**src/rtl/reg_op_sequencer.sv**
```systemverilog
// Shares the 4-bit control register between requesters A and B: arbitrates one command at a time
// and expands it into single-cycle register strobes, then pulses the owner's done with the final value.
module reg_op_sequencer #(
    parameter int DATA_W = 4,
    parameter int CNT_W  = 4,
    parameter bit RR_EN  = 1'b1
) (
    input  logic              clk,
    input  logic              rst_n,
    input  logic              a_valid,
    output logic              a_ready,
    input  logic [2:0]        a_op,
    input  logic [CNT_W-1:0]  a_cnt,
    input  logic [DATA_W-1:0] a_data,
    input  logic              a_fill,
    input  logic              b_valid,
    output logic              b_ready,
    input  logic [2:0]        b_op,
    input  logic [CNT_W-1:0]  b_cnt,
    input  logic [DATA_W-1:0] b_data,
    input  logic              b_fill,
    input  logic [DATA_W-1:0] reg_q,
    output logic              reg_cl,
    output logic              reg_ld,
    output logic              reg_inc,
    output logic              reg_dec,
    output logic              reg_sr,
    output logic              reg_sl,
    output logic [DATA_W-1:0] reg_in,
    output logic              reg_ir,
    output logic              reg_il,
    output logic              done_a,
    output logic              done_b,
    output logic [DATA_W-1:0] result,
    output logic              busy
);
    // state | meaning
    // IDLE  | arbitrate and accept one command
    // EXEC  | one register strobe per cycle until rem runs out
    // DONE  | pulse owner's done, capture reg_q
    typedef enum logic [1:0] {S_IDLE, S_EXEC, S_DONE} state_t;

    localparam logic [2:0] OP_NOP  = 3'd0;
    localparam logic [2:0] OP_CLR  = 3'd1;
    localparam logic [2:0] OP_LOAD = 3'd2;
    localparam logic [2:0] OP_INC  = 3'd3;
    localparam logic [2:0] OP_DEC  = 3'd4;
    localparam logic [2:0] OP_SHR  = 3'd5;
    localparam logic [2:0] OP_SHL  = 3'd6;
    localparam logic [2:0] OP_ROR  = 3'd7;

    state_t            state_q, state_d;
    logic [2:0]        op_q, op_d;
    logic [CNT_W-1:0]  rem_q, rem_d;
    logic [DATA_W-1:0] data_q, data_d;
    logic              fill_q, fill_d;
    logic              owner_q, owner_d;
    logic              last_b_q, last_b_d;
    logic [DATA_W-1:0] result_q;

    logic              pick_a, pick_b;
    logic [2:0]        sel_op;
    logic [CNT_W-1:0]  sel_cnt;

    // last_b_q resets to 1 so A wins the first contested round
    assign pick_a  = a_valid && (!b_valid || (RR_EN == 1'b0) || last_b_q);
    assign pick_b  = b_valid && !pick_a;
    assign sel_op  = pick_a ? a_op  : b_op;
    assign sel_cnt = pick_a ? a_cnt : b_cnt;

    always_ff @(posedge clk or negedge rst_n) begin
        if (!rst_n) begin
            state_q  <= S_IDLE;
            op_q     <= OP_NOP;
            rem_q    <= '0;
            data_q   <= '0;
            fill_q   <= 1'b0;
            owner_q  <= 1'b0;
            last_b_q <= 1'b1;
            result_q <= '0;
        end else begin
            state_q  <= state_d;
            op_q     <= op_d;
            rem_q    <= rem_d;
            data_q   <= data_d;
            fill_q   <= fill_d;
            owner_q  <= owner_d;
            last_b_q <= last_b_d;
            if (state_q == S_DONE)
                result_q <= reg_q;
        end
    end

    always_comb begin
        state_d  = state_q;
        op_d     = op_q;
        rem_d    = rem_q;
        data_d   = data_q;
        fill_d   = fill_q;
        owner_d  = owner_q;
        last_b_d = last_b_q;
        a_ready  = 1'b0;
        b_ready  = 1'b0;
        case (state_q)
            S_IDLE: begin
                a_ready = pick_a;
                b_ready = pick_b;
                if (pick_a || pick_b) begin
                    op_d     = sel_op;
                    data_d   = pick_a ? a_data : b_data;
                    fill_d   = pick_a ? a_fill : b_fill;
                    owner_d  = pick_b;
                    last_b_d = pick_b;
                    if (sel_op == OP_NOP || (sel_op inside {OP_INC, OP_DEC, OP_SHR, OP_SHL, OP_ROR}
                                             && sel_cnt == '0)) begin
                        state_d = S_DONE;
                    end else if (sel_op == OP_CLR || sel_op == OP_LOAD) begin
                        rem_d   = CNT_W'(1);
                        state_d = S_EXEC;
                    end else begin
                        rem_d   = sel_cnt;
                        state_d = S_EXEC;
                    end
                end
            end
            S_EXEC: begin
                rem_d = rem_q - CNT_W'(1);
                if (rem_q == CNT_W'(1))
                    state_d = S_DONE;
            end
            S_DONE:  state_d = S_IDLE;
            default: state_d = S_IDLE;
        endcase
    end

    always_comb begin
        reg_cl  = 1'b0;
        reg_ld  = 1'b0;
        reg_inc = 1'b0;
        reg_dec = 1'b0;
        reg_sr  = 1'b0;
        reg_sl  = 1'b0;
        reg_ir  = 1'b0;
        reg_il  = 1'b0;
        if (state_q == S_EXEC) begin
            case (op_q)
                OP_CLR:  reg_cl  = 1'b1;
                OP_LOAD: reg_ld  = 1'b1;
                OP_INC:  reg_inc = 1'b1;
                OP_DEC:  reg_dec = 1'b1;
                OP_SHR: begin
                    reg_sr = 1'b1;
                    reg_ir = fill_q;
                end
                OP_ROR: begin
                    reg_sr = 1'b1;
                    reg_ir = reg_q[0];
                end
                OP_SHL: begin
                    reg_sl = 1'b1;
                    reg_il = fill_q;
                end
                default: ;
            endcase
        end
    end

    assign reg_in = data_q;
    assign done_a = (state_q == S_DONE) && !owner_q;
    assign done_b = (state_q == S_DONE) && owner_q;
    // result shows the final value already in the done cycle, then holds it
    assign result = (state_q == S_DONE) ? reg_q : result_q;
    assign busy   = (state_q != S_IDLE);

endmodule
```
**config.mk**
```make
export PLATFORM = sky130hd
export DESIGN_NAME = reg_op_sequencer
export DESIGN_NICKNAME = d
export VERILOG_FILES = /design/src/rtl/reg_op_sequencer.sv
export SDC_FILE = /design/constraint.sdc
export NUM_CORES = 1
export LEC_CHECK = 0
export BUFFER_PORTS_ARGS = -buffer_cell sky130_fd_sc_hd__buf_2
export CAP_MARGIN = 30
export CORE_ASPECT_RATIO = 1.25
export CORE_MARGIN = 4
export CORE_UTILIZATION = 35
export CTS_BUF_LIST = sky130_fd_sc_hd__clkbuf_2
export CTS_CLUSTER_DIAMETER = 150
export CTS_CLUSTER_SIZE = 24
export DETAILED_ROUTE_END_ITERATION = 16
export HOLD_SLACK_MARGIN = 0.12
export PLACE_DENSITY = 0.58
export RECOVER_POWER = 100
export SLEW_MARGIN = 10
export SYNTH_ARGS = -nofsm -noshare
export SYNTH_HDL_FRONTEND = slang
export SYNTH_SLANG_ARGS = --single-unit
```
**constraint.sdc**
```tcl
create_clock -name clk -period 2.8 [get_ports clk]
set_clock_uncertainty 0.05 [all_clocks]
set_input_delay 0.42 -clock clk [delete_from_list [all_inputs] [get_ports clk]]
set_output_delay 0.42 -clock clk [all_outputs]
set_load 0.005 [all_outputs]
```
# [Word-level counts from Yosys, hierarchy flattened]
# Cells that the tools add are included.
[op_classes] add_sub_neg=1 eq_ne=20 muxes=31 n_reduce_logical=22
[ops] cell="equality test 3 bit (second input constant)" count=8
[ops] cell="2-to-1 mux 4 bit" count=6
[ops] cell="2-to-1 mux 1 bit" count=18
[ops] cell="equality test 3 x 2 -> 1 bit (second input constant)" count=4
[ops] cell="one-hot mux 4 bit (2 select lines)" count=1
[ops] cell="equality test 3 x 1 -> 1 bit (second input constant)" count=2
[ops] cell="2-to-1 mux 2 bit" count=3
[ops] cell="!= test 2 bit (second input constant)" count=3
[ops] cell="logical AND 1 bit" count=5
[ops] cell="nonzero test 5 bit" count=1
[ops] cell="equality test 4 x 1 -> 1 bit (second input constant)" count=1
[ops] cell="zero test 4 bit" count=1
[ops] cell="logical OR 1 bit" count=4
[ops] cell="one-hot mux 2 bit (2 select lines)" count=1
[ops] cell="AND reduction 2 bit" count=2
[ops] cell="nonzero test 2 bit" count=2
[ops] cell="subtractor 4 x 1 -> 4 bit (second input constant)" count=1
[ops] cell="zero test 1 bit" count=3
[ops] cell="zero test 3 bit" count=1
[ops] cell="2-to-1 mux 3 bit" count=1
[ops] cell="AND reduction 3 bit" count=1
[ops] cell="equality test 2 x 1 -> 1 bit (second input constant)" count=1
[ops] cell="equality test 2 bit (second input constant)" count=1
[ops] cell="zero test 2 bit" count=1
[ops] cell="other kinds (2)" count=2
[word_totals] reg_bits=20 input_bits=32 output_inout_bits=21 wordCells=82

# [Logic depth before layout (Yosys ltp)]
[logic_depth] ltp_word=11 depth_mapped=7 mapped_depth_nobuf=7

# [Worst setup path after synthesis]
# Ideal clock, no wire load.
[synth_path] path_type="input-to-reg" start="input port a_cnt[1]" end="register rem_q[0]" setup_ps=126 arrival_time_ps=1647 t_required_ps=2624 path_slack_ps=977 cell_stages=5 path_buffers=0 cell_sequence="or4_1 > nor2_1 > a2bb2oi_2 > nor2_2 > a221o_1"
[synth_between] elab_chain_len=6
[synth_lines] item="start, declared" line="13" rtl="input logic [CNT_W-1:0] a_cnt,"
[synth_lines] item="2-to-1 mux 4 bit" line="69" rtl="assign sel_cnt = pick_a ? a_cnt : b_cnt;"
[synth_lines] item="zero test 4 bit" line="115" rtl="&& sel_cnt == '0)) begin"
[synth_lines] item="logical AND 1 bit" line="115"
[synth_lines] item="logical OR 1 bit" line="114" rtl="if (sel_op == OP_NOP || (sel_op inside {OP_INC, OP_DEC, OP_SHR, OP_SHL, OP_ROR}"
[synth_lines] item="!= test 2 bit (no line)"
[synth_lines] item="AND reduction 3 bit (no line)"
[synth_lines] item="end signal, assigned" line="84" rtl="rem_q <= rem_d;"
[synth_lines] item="end, declared" line="54" rtl="logic [CNT_W-1:0] rem_q, rem_d;"
# No other way between the ends.
# A chain may end at the register's enable or synchronous reset.

# [Final worst setup path]
[layout_path] start="register last_b_q" end="output port b_ready"
[layout_between] elab_chain_len=5
[layout_lines] item="start, declared" line="58" rtl="logic last_b_q, last_b_d;"
[layout_lines] item="start signal, assigned" line="88" rtl="last_b_q <= last_b_d;"
[layout_lines] item="logical OR 1 bit" line="66" rtl="assign pick_a = a_valid && (!b_valid || (RR_EN == 1'b0) || last_b_q);"
[layout_lines] item="logical AND 1 bit" line="66"
[layout_lines] item="zero test 1 bit" line="67" rtl="assign pick_b = b_valid && !pick_a;"
[layout_lines] item="logical AND 1 bit" line="67"
[layout_lines] item="2-to-1 mux 1 bit" line="104" rtl="case (state_q)"
[layout_lines] item="end, declared" line="17" rtl="output logic b_ready,"
# No other way between the ends.

==> run metrics <==
CTS buffer count 3; Net Count, Synth 161; worst slack at placement 785 ps; switch share 39.3%; max_cap viols 0; # diodes 0; H-tree depth 1; fillers 347; final wirelength 3.00 mm; cell area after synthesis 0.00120 mm2; fin crit share 84.4%; Tmin final 2360 ps; NetSw 569 uW; RD Place Congestion 0.754; Synth area leaders dfrtp_1 40%, mux2i_1 7.5%, o21ai_0 4.6%; Worst Tran Pin Value 1110 ps; CTS max path bufs 2; synth-to-layout area growth 27.7%; starting density of the core 36.8%; hpwl dp 2.48 mm; Synth Warn # 0; logic gate share of total power 46.5%; Die ar. 0.00443 mm2; clock share of power 14.9%; Worst EP required 2330 ps; Worst Hold Class primary input to register; Internal 880 uW; status finished clean; part of the power in registers 38.6%; Setup Viol. Count Final 0; Post-Synthesis Mean Instance Area 9.43 um2; Max-Slew Margin vs Limit 26.2%; first-pass GRT wire length 4.91 mm; FF-to-FF setup slack 810 ps; Seq cells post-synth 20; most frequent cells in the layout 40 x buf_2, 19 x dfrtp_1, 12 x nand2_1, 11 x nor2_1; root buffer cell clkbuf_2; maximum clock frequency 423 MHz; die height 73.4 um; Worst setup SP type register; Routed WL per cell 13.8 um; Hold Worst Slack 285 ps; commonest non-fill, non-tap cell in the layout buf_2; RSZ-0062 raised after global routing no; CP Capture Type primary output; Worst-path clk slew 210 ps; pin count of the biggest net entering global routing 21; Final Hold Fails 0; distinct cell type count after synthesis 39; share of flip-flops with an asynchronous set or reset 100%; ratio of cells with drive above 1 in the final layout 28.2%; drt drc 0; worst skew pair latency 320 ps; initial DRC count 24; VDD IR max 450 uV; final net count 216; worst-path fanout max 10; grt total ovfl 0; share of Yosys cell area claimed by the top area cell type 39.7%; setup TNS 0 ps; number of I/O pins 53; Yosys top cell by area dfrtp_1; Vias 1133; Setup Buffers After CTS 0; Total GRT Usage 14.5%; final core utilization 47.0%; Chip Width 60.3 um; Post-synth EDFFs 0; Setup WS post-layout 438 ps; TritonCTS clock tree done; Rows 23; Pins Over Slew Limit 0; CP arrival 1890 ps; Routed Antenna Nets 0; cells after synthesis 127; Core Area 0.00325 mm2; leakage 0.000764 uW; PortBufs 52; kind of critical path register to primary output; CTS sink count 20; initial antenna violation count 0; Power per Cell Area 948 mW/mm2; sequential cell area fraction in the yosys report 41.9%; vias per cell 5.20; 1st-pass router iterations 4; vias in the first global route 1127; ys flop type dfrtp_1
==> kinds of logic after synthesis <==
group,share of synthesized area [%]
adders and majority gates,2.09
xor gates and xnor gates,1.46
buffers and inverters,3.03
AOI/OAI and AO/OA,20.2
DFF,41.9
and+or+nand+nor,20.1
muxes,11.3
==> cells in the mapped netlist, drive strengths merged, types with 3 or more instances <==
| cell | instances |
|---|---|
| buf | 3 |
| nand2b | 4 |
| mux2 | 4 |
| mux2i | 9 |
| nor2 | 12 |
| o21ai | 11 |
| dfrtp | 19 |
| nand2 | 12 |
| a21oi | 6 |
| nor2b | 4 |
| nor3 | 4 |
| inv | 5 |
==> flip-flops by register name, summed over array words and instances, names as in the netlist <==
register  cells
reg_in        4
rem_q         4
result_q      4
op_q          3
state_q       2
fill_q        1
last_b_q      1
owner_q       1
==> worst paths after layout <==
path / start / endpoint / depth (start not counted)
setup / recovery: last_b_q$_DFFE_PN1P_ / b_ready / 4
hold / removal: a_valid / last_b_q$_DFFE_PN1P_ / 2
setup reg to reg: last_b_q$_DFFE_PN1P_ / rem_q[1]$_DFFE_PN0P_ / 5
hold reg to reg: result_q[2]$_DFF_PN0_ / result_q[2]$_DFF_PN0_ / 1
max in group asynchronous: rst_n / op_q[0]$_DFFE_PN0P_ / 2
min in group asynchronous: rst_n / reg_in[3]$_DFFE_PN0P_ / 2
==> worst max-delay path: stages (launching register included) <==
cell and delay [ps]:
dfstp_1 580, nand2b_1 190, nand2_1 340, and3_1 340, clkbuf_1 120
==> per-layer routing <==
metal | track usage, % | vias up | routed length, um
li1 | - | 572 | -
met1 | 16.1 | 535 | 1240
met2 | 26.9 | 24 | 1610
met3 | 2.99 | 2 | 131
met4 | 4.43 | 0 | 17
met5 | 0 | - | 0
==> power groups by stage <==
| stage | sequential [uW] | combinational (uW) | clock (uW) |
|---|---|---|---|
| floorplan | 538 | 474 | 0 |
| global placement | 559 | 695 | 0 |
| detailed placement | 569 | 707 | 0 |
| CTS | 563 | 710 | 221 |
| global route | 582 | 765 | 237 |
| finish | 559 | 674 | 216 |
==> final cells by class <==
cell class / count / area (um2) / area share [%]
multi-input cells: 98 / 653 / 42.7
clock inverters: 1 / 30.0 / 1.96
well taps: 37 / 46.3 / 3.03
clock buffers: 3 / 15.0 / 0.982
repair buffers: 54 / 264 / 17.3
inverters: 5 / 18.8 / 1.23
flip-flops and latches: 20 / 502 / 32.8
==> per-stage QoR <==
stage | std cells | total power (uW) | area (um2)
2_1_floorplan | 127 | 1010 | 1200
3_3_place_gp | 213 | 1250 | 1490
3_5_place_dp | 213 | 1280 | 1490
4_1_cts | 218 | 1490 | 1550
5_1_grt | 218 | 1580 | 1530
6_report | 218 | 1450 | 1530
==> timing repair <==
action / in CTS / in global routing
hold endpoints to repair: 19 / 0
gates resized for setup: 0 / 0
hold buffers: 1 / 0
Note: power is estimated with default switching activity, not from simulation.
